[config.mk]
export PLATFORM = sky130hd
export DESIGN_NAME = q_reader
export DESIGN_NICKNAME = d
export VERILOG_FILES = /design/src/rtl/q_reader.sv
export SDC_FILE = /design/constraint.sdc
export NUM_CORES = 1
export LEC_CHECK = 0
export BUFFER_PORTS_ARGS = -buffer_cell sky130_fd_sc_hd__buf_2
export CORE_MARGIN = 2
export CORE_UTILIZATION = 25
export CTS_CLUSTER_DIAMETER = 40
export DETAILED_ROUTE_END_ITERATION = 6
export RECOVER_POWER = 25
export SLEW_MARGIN = 15
export SYNTH_ARGS = -nofsm -noshare
export SYNTH_HDL_FRONTEND = slang
export SYNTH_SLANG_ARGS = --single-unit
[constraint.sdc]
create_clock -name clk -period 2.6 [get_ports clk]
set_input_delay 0.52 -clock clk [delete_from_list [all_inputs] [get_ports clk]]
set_output_delay 0.52 -clock clk [all_outputs]
set_load 0.03 [all_outputs]
[src/rtl/q_reader.sv]
// q_reader: consumer-side adapter for the CPU circular queue.
//
// Issues dequeue requests to the queue, captures the queue's registered
// one-cycle-late response (q_ready/q_out) and presents it downstream as a
// valid/ack stream. The queue's dequeue port cannot be stalled, so a small
// circular buffer absorbs any response already in flight when the consumer
// applies back-pressure.
//
// Ports:
//   clk        rising-edge clock
//   rst        asynchronous active-high reset
//   flush      synchronous discard of buffered and in-flight data
//   q_empty    queue empty flag (combinational from the queue)
//   q_ready    queue registered "dequeue produced data" flag
//   q_out      queue registered dequeue data
//   q_deq      dequeue request to the queue (combinational)
//   out_valid  buffer head holds valid data
//   out_data   buffer head data
//   out_ack    consumer takes the head this cycle (only when out_valid=1)
//   count      occupied buffer entries
module q_reader #(
    parameter int width = 32,
    parameter int depth = 2
) (
    input  logic                       clk,
    input  logic                       rst,
    input  logic                       flush,
    input  logic                       q_empty,
    input  logic                       q_ready,
    input  logic [width-1:0]           q_out,
    output logic                       q_deq,
    output logic                       out_valid,
    output logic [width-1:0]           out_data,
    input  logic                       out_ack,
    output logic [$clog2(depth+1)-1:0] count
);

    localparam int CW = $clog2(depth + 1);
    localparam int PW = $clog2(depth);
    localparam logic [CW:0]   DEPTH_OCC = (CW + 1)'(depth);
    localparam logic [PW-1:0] LAST_PTR  = PW'(depth - 1);

    // Circular pointer advance with wrap at depth-1 (depth need not be a power of two).
    function automatic logic [PW-1:0] ptr_inc(input logic [PW-1:0] p);
        logic [PW-1:0] r;
        if (p == LAST_PTR) begin
            r = {PW{1'b0}};
        end else begin
            r = p + PW'(1);
        end
        return r;
    endfunction

    logic [width-1:0] buf_q [depth];
    logic [PW-1:0]    head_q, head_d;
    logic [PW-1:0]    tail_q, tail_d;
    logic [CW-1:0]    count_q, count_d;
    logic             inflight_q, inflight_d;
    logic             pop_s;
    logic             cap_s;
    logic [CW:0]      occ_s;

    assign out_valid = (count_q != {CW{1'b0}});
    assign out_data  = buf_q[head_q];
    assign count     = count_q;

    // Dequeue issue, capture/pop qualification and next-state computation.
    always_comb begin
        pop_s = out_valid & out_ack;
        // A response is only real when we asked for it last cycle; q_ready
        // alone is stale because the queue holds it while idle.
        cap_s = inflight_q & q_ready & ~flush;
        // Occupancy the buffer will have once this cycle's pop retires and
        // the outstanding response lands; one extra bit so it never wraps.
        occ_s = {1'b0, count_q} - {{CW{1'b0}}, pop_s} + {{CW{1'b0}}, inflight_q};
        q_deq = ~rst & ~flush & ~q_empty & (occ_s < DEPTH_OCC);

        head_d     = head_q;
        tail_d     = tail_q;
        count_d    = count_q;
        inflight_d = q_deq;

        if (flush) begin
            head_d     = {PW{1'b0}};
            tail_d     = {PW{1'b0}};
            count_d    = {CW{1'b0}};
            inflight_d = 1'b0;
        end else begin
            if (cap_s) begin
                tail_d = ptr_inc(tail_q);
            end else begin
                tail_d = tail_q;
            end
            if (pop_s) begin
                head_d = ptr_inc(head_q);
            end else begin
                head_d = head_q;
            end
            count_d = count_q + {{(CW-1){1'b0}}, cap_s} - {{(CW-1){1'b0}}, pop_s};
        end
    end

    // Pointer, occupancy and in-flight state registers.
    always_ff @(posedge clk or posedge rst) begin
        if (rst) begin
            head_q     <= {PW{1'b0}};
            tail_q     <= {PW{1'b0}};
            count_q    <= {CW{1'b0}};
            inflight_q <= 1'b0;
        end else begin
            head_q     <= head_d;
            tail_q     <= tail_d;
            count_q    <= count_d;
            inflight_q <= inflight_d;
        end
    end

    // Buffer storage: cleared on reset, written at the tail on capture.
    always_ff @(posedge clk or posedge rst) begin
        if (rst) begin
            for (int i = 0; i < depth; i++) begin
                buf_q[i] <= {width{1'b0}};
            end
        end else if (cap_s) begin
            buf_q[tail_q] <= q_out;
        end else begin
            buf_q[tail_q] <= buf_q[tail_q];
        end
    end

endmodule

Word level (Yosys, flattened, before mapping)
Index checks and enable logic that the tools add are counted.
{"block": "classes", "muxes": 19, "n_reduce_logical": 4, "addsub": 6, "magnitude_cmp": 4, "n_bitwise": 11}
{"op": "two-way mux 32 bit", "count": 7}
{"op": "bitwise mux 64 bit", "count": 2}
{"op": "two-way mux 64 bit", "count": 1}
{"op": "demux 32 bit (select 1 bit)", "count": 1}
{"op": "two-way mux 1 bit", "count": 7}
{"op": "bitwise AND 1 bit", "count": 6}
{"op": "nonzero test 2 bit", "count": 3}
{"op": "greater-or-equal comparator 2 bit, second input constant", "count": 2}
{"op": "inverter 1 -> 2 bit", "count": 2}
{"op": "adder 3 x 1 -> 3 bit", "count": 1}
{"op": "< comparator 3 x 2 -> 1 bit, second input constant", "count": 1}
{"op": "inverter 1 bit", "count": 3}
{"op": "subtractor 2 x 1 -> 3 bit", "count": 1}
{"op": "adder 1 bit, second input constant", "count": 2}
{"op": "adder 2 x 1 -> 2 bit", "count": 1}
{"op": "< comparator 2 x 1 -> 1 bit, second input constant", "count": 1}
{"op": "two-way mux 2 bit", "count": 1}
{"op": "subtractor 2 x 1 -> 2 bit", "count": 1}
{"op": "logical AND 1 bit", "count": 1}
{"block": "word_totals", "regBits": 69, "wordCells": 50, "output_inout_bits": 36}

Depth between registers and ports, before layout
{"block": "logic_depth", "depth_word": 7, "mapped_depth": 6}

Worst setup path before layout
OpenSTA, ideal clock, no wires.
{"block": "synth_timing", "path_type": "register to output", "start": "register count_q[1] (netlist: count[1])", "end": "output q_deq", "path_buffers": 0, "arrival_time_ps": 2710, "path_stages_with_launch": 7, "path_slack_ps": -630, "path_cell_list": "dfrtp_1 -> o21a_1 -> ha_1 -> nand2b_1 -> fa_1 -> nand2b_1 -> nor4_1"}
{"block": "synth_via", "elab_chain_len": 6}
{"item": "from (decl)", "line": "57", "rtl": "logic [CW-1:0] count_q, count_d;"}
{"item": "from (signal assigned)", "line": "108", "rtl": "count_q <= {CW{1'b0}};"}
{"item": "from (signal assigned)", "line": "113", "rtl": "count_q <= count_d;"}
{"item": "nonzero test 2 bit", "line": "63", "rtl": "assign out_valid = (count_q != {CW{1'b0}});"}
{"item": "bitwise AND 1 bit", "line": "69", "rtl": "pop_s = out_valid & out_ack;"}
{"item": "subtractor 2 x 1 -> 3 bit (*)", "line": "75", "rtl": "occ_s = {1'b0, count_q} - {{CW{1'b0}}, pop_s} + {{CW{1'b0}}, inflight_q};"}
{"item": "adder 3 x 1 -> 3 bit (*)", "line": "75"}
{"item": "< comparator 3 x 2 -> 1 bit (*)", "line": "76", "rtl": "q_deq = ~rst & ~flush & ~q_empty & (occ_s < DEPTH_OCC);"}
{"item": "bitwise AND 1 bit (*)", "line": "76"}
{"item": "to (decl)", "line": "31", "rtl": "output logic q_deq,"}
Mark *: on every way between the ends. The rest lies on a longest branch, timed or not.

Final worst setup path
{"block": "layout_timing", "start": "register count_q[0] (netlist: count[0])", "end": "output q_deq"}
The elaborated chain is that of the path after synthesis.

==> run_results.csv <==
group,metric,value,unit
run_status,run_status,"complete, but fails checks",
run_status,violations,"setup timing",
critical_path,endpoint_kind,"output port",
placement,pre_cts_ws,-0.159,ns
route,drt-wirelength-per-cell,13.7,um
logic_synthesis,syn_avg_cell_area,15.9,um^2
logic_synthesis,synth_cells,202,
route,wl_met3,317,um
pwr,power_density,1100,nW/um^2
cells_and_area,seq_area,1730,um^2
route,wl,6380,um
sta,post-route-period-util,1.13,
placement,place.port_buffers,73,
route,vias,1945,
die,coreArea,12600,um^2
pwr,leakagePower,2.09,nW
cells_and_area,synthToLayoutAreaGrowth,28.7,%
sta,worst_pin_slew,0.890,ns
logic_synthesis,synth_area,3220,um^2
route,drc_errors,0,
route,wl_met1,2870,um
die,ios,74,
global_routing,grt_pass1_wl,10800,um
cells_and_area,mostFrequentLayoutCells,"buf_2 (71), dfrtp_1 (67), mux2_2 (62)",
worst_hold_path,hold_class,"in -> async",
cells_and_area,fillCellCount,1291,
flow_run,cap_viol_max_count,0,
logic_synthesis,yosysSeqAreaShare,0.536,
placement,placed_area,3840,um^2
route,drtAntennaViolNets,0,
route,viasPerCell,4.16,
critical_path,arrival,2.41,ns
placement,globalplace.congestion,0.632,
clocking,path_clk_slew,0.06,ns
placement,place_hpwl,4290,um
global_routing,gr-total-overflow,0,
cells_and_area,fin_util,0.329,
sta,slew_violations,0,
clocking,cts_hold_buf,0,
global_routing,grt_max_degree,37,
logic_synthesis,synth.distinct_cells,24,
cells_and_area,design_area,4150,um^2
die,dieHeight,118,um
critical_path,cp_max_fo,2,
route,highest-signal-layer,"met4",
critical_path,cp-start-kind,"flop",
cells_and_area,drive_gt1_frac,0.678,
die,rows,41,
global_routing,antenna_found_initial,0,
sta,max_freq,342,MHz
critical_path,critPathKind,"reg -> out",
clocking,clock_latency,0.34,ns
clocking,cts_root_buf,"clkbuf_16",
logic_synthesis,synth.yosys.warnings,0,
die,dieWidth,118,um
cells_and_area,nets,333,
route,wl_met2,3000,um
critical_path,crit_required,2.08,ns
sta,slew_headroom,0.406,
die,die_area,13800,um^2
sta,finalHoldViolations,0,
logic_synthesis,syn_nets,244,
sta,setup_viol,1,
sta,min_period,2.93,ns
sta,rsz0062_at_grt,"yes",
pwr,ir_worst_vdd,341,uV
sta,worst_slack,-0.325,ns
sta,finClkSkew,0.00839,ns
die,floorplan.initialDensity,0.255,
clocking,cts_tree,"done",
global_routing,track_usage,0.103,
sta,whs,0.252,ns
route,drt_iter0_drc,57,
logic_synthesis,ys_ff_latch,69,
cells_and_area,antenna_cells,0,
route,dr.pass1.iters,3,
global_routing,grt_pass1_vias,2109,
cells_and_area,multi_input_area,1430,um^2
sta,fin_setup_tns,-0.325,ns
cells_and_area,final_common_cell,"buf_2",
clocking,cts_max_level,3,
clocking,ctsLongestPathBuffers,2,
clocking,cts_buffers,9,
clocking,cts.sinks,69,
-- area by class of cell --
type | count | area share
Timing Repair Buffer | 89 | 0.117
Tap cell | 172 | 0.0519
Inverter | 3 | 0.00272
Multi-Input combinational cell | 119 | 0.344
Sequential cell | 69 | 0.417
Clock inverter | 1 | 0.00121
Clock buffer | 14 | 0.0661
-- metrics by stage --
stage | power (mW) | instances
detailed placement | 3.42 | 448
global route | 4.83 | 467
finish | 4.56 | 467
global placement | 3.38 | 448
floorplan | 2.96 | 202
CTS | 4.63 | 465
-- cells in the mapped netlist --
| library cell | number | area [um^2] |
|---|---|---|
| nor4_1 | 2 | 12.5 |
| clkbuf_1 | 1 | 3.75 |
| buf_2 | 6 | 30.0 |
| and4bb_1 | 1 | 12.5 |
| a21bo_2 | 1 | 10.0 |
| nor2_1 | 2 | 7.51 |
| and2b_1 | 1 | 7.51 |
| nand3b_1 | 2 | 15.0 |
| nand4b_1 | 1 | 8.76 |
| mux2_2 | 62 | 698 |
| dfrtp_1 | 69 | 1730 |
| ha_1 | 3 | 37.5 |
| or2_2 | 1 | 6.26 |
| a21oi_1 | 1 | 5.00 |
| nand2b_1 | 2 | 12.5 |
| xnor3_1 | 1 | 22.5 |
| mux2_1 | 5 | 56.3 |
| fa_1 | 1 | 20.0 |
| o21a_1 | 1 | 7.51 |
| xor2_1 | 1 | 8.76 |
| nor2b_1 | 1 | 6.26 |
| inv_1 | 3 | 11.3 |
| buf_6 | 4 | 45.0 |
| mux2_4 | 30 | 450 |
-- power breakdown --
part           switching [mW]  internal [mW]
registers               0.155           1.38
clock network           0.433          0.717
logic                   0.998          0.877
total                    1.59           2.98
-- worst max-delay path, cell delays in order, from the launching register on --
cell,delay [ns]
dfrtp_2,0.40
o21a_1,0.21
ha_1,0.28
nand2b_4,0.14
fa_1,0.48
nand2b_1,0.10
nor4_4,0.27
buf_4,0.19
-- cell families (layout without fill, tap and decap cells) --
family / Yosys count / after routing / share of synthesized area
AND/OR/NAND/NOR: 13 / 13 / 0.0276
adder cells (fa/ha/maj): 4 / 4 / 0.0179
AO/OA/AOI/OAI: 3 / 3 / 0.00699
XOR/XNOR: 2 / 2 / 0.00971
multiplexers: 97 / 97 / 0.374
buffers and inverters: 14 / 107 / 0.0280
flip-flops: 69 / 69 / 0.536
-- timing repair --
action | CTS | global route
pin swaps | 2 | 2
setup endpoints to repair | 1 | 1
gates resized for setup | 2 | 0
endpoints found under the hold margin | 0 | 0
setup buffers | 2 | 2
-- per-layer routing --
metal	global-route usage	vias to the layer above
met4	0.0655	0
met2	0.153	45
met1	0.128	989
met5	0	-
met3	0.0329	15
li1	-	896
-- state kept, by name (all words and copies together), names as in the netlist --
name and cells:
head_q 1, inflight_q 1, tail_q 1, buf_q 64, count 2
-- path summary, 6_finish.rpt --
kind                                       start               endpoint  slack (ns)  cells past startpoint
min reg2reg                buf_q[24]$_DFFE_PP0P_  buf_q[24]$_DFFE_PP0P_        0.49                      1
max reg2reg                   count[0]$_DFF_PP0_   inflight_q$_DFF_PP0_        0.26                      9
min                                          rst     head_q$_DFFE_PP0P_        0.25                      2
max in group asynchronous                    rst   buf_q[8]$_DFFE_PP0P_        1.09                      3
min in group clk                         q_empty   inflight_q$_DFF_PP0_        0.39                      2
max                           count[0]$_DFF_PP0_                  q_deq       -0.33                      7
(Power assumes the default switching activity.)
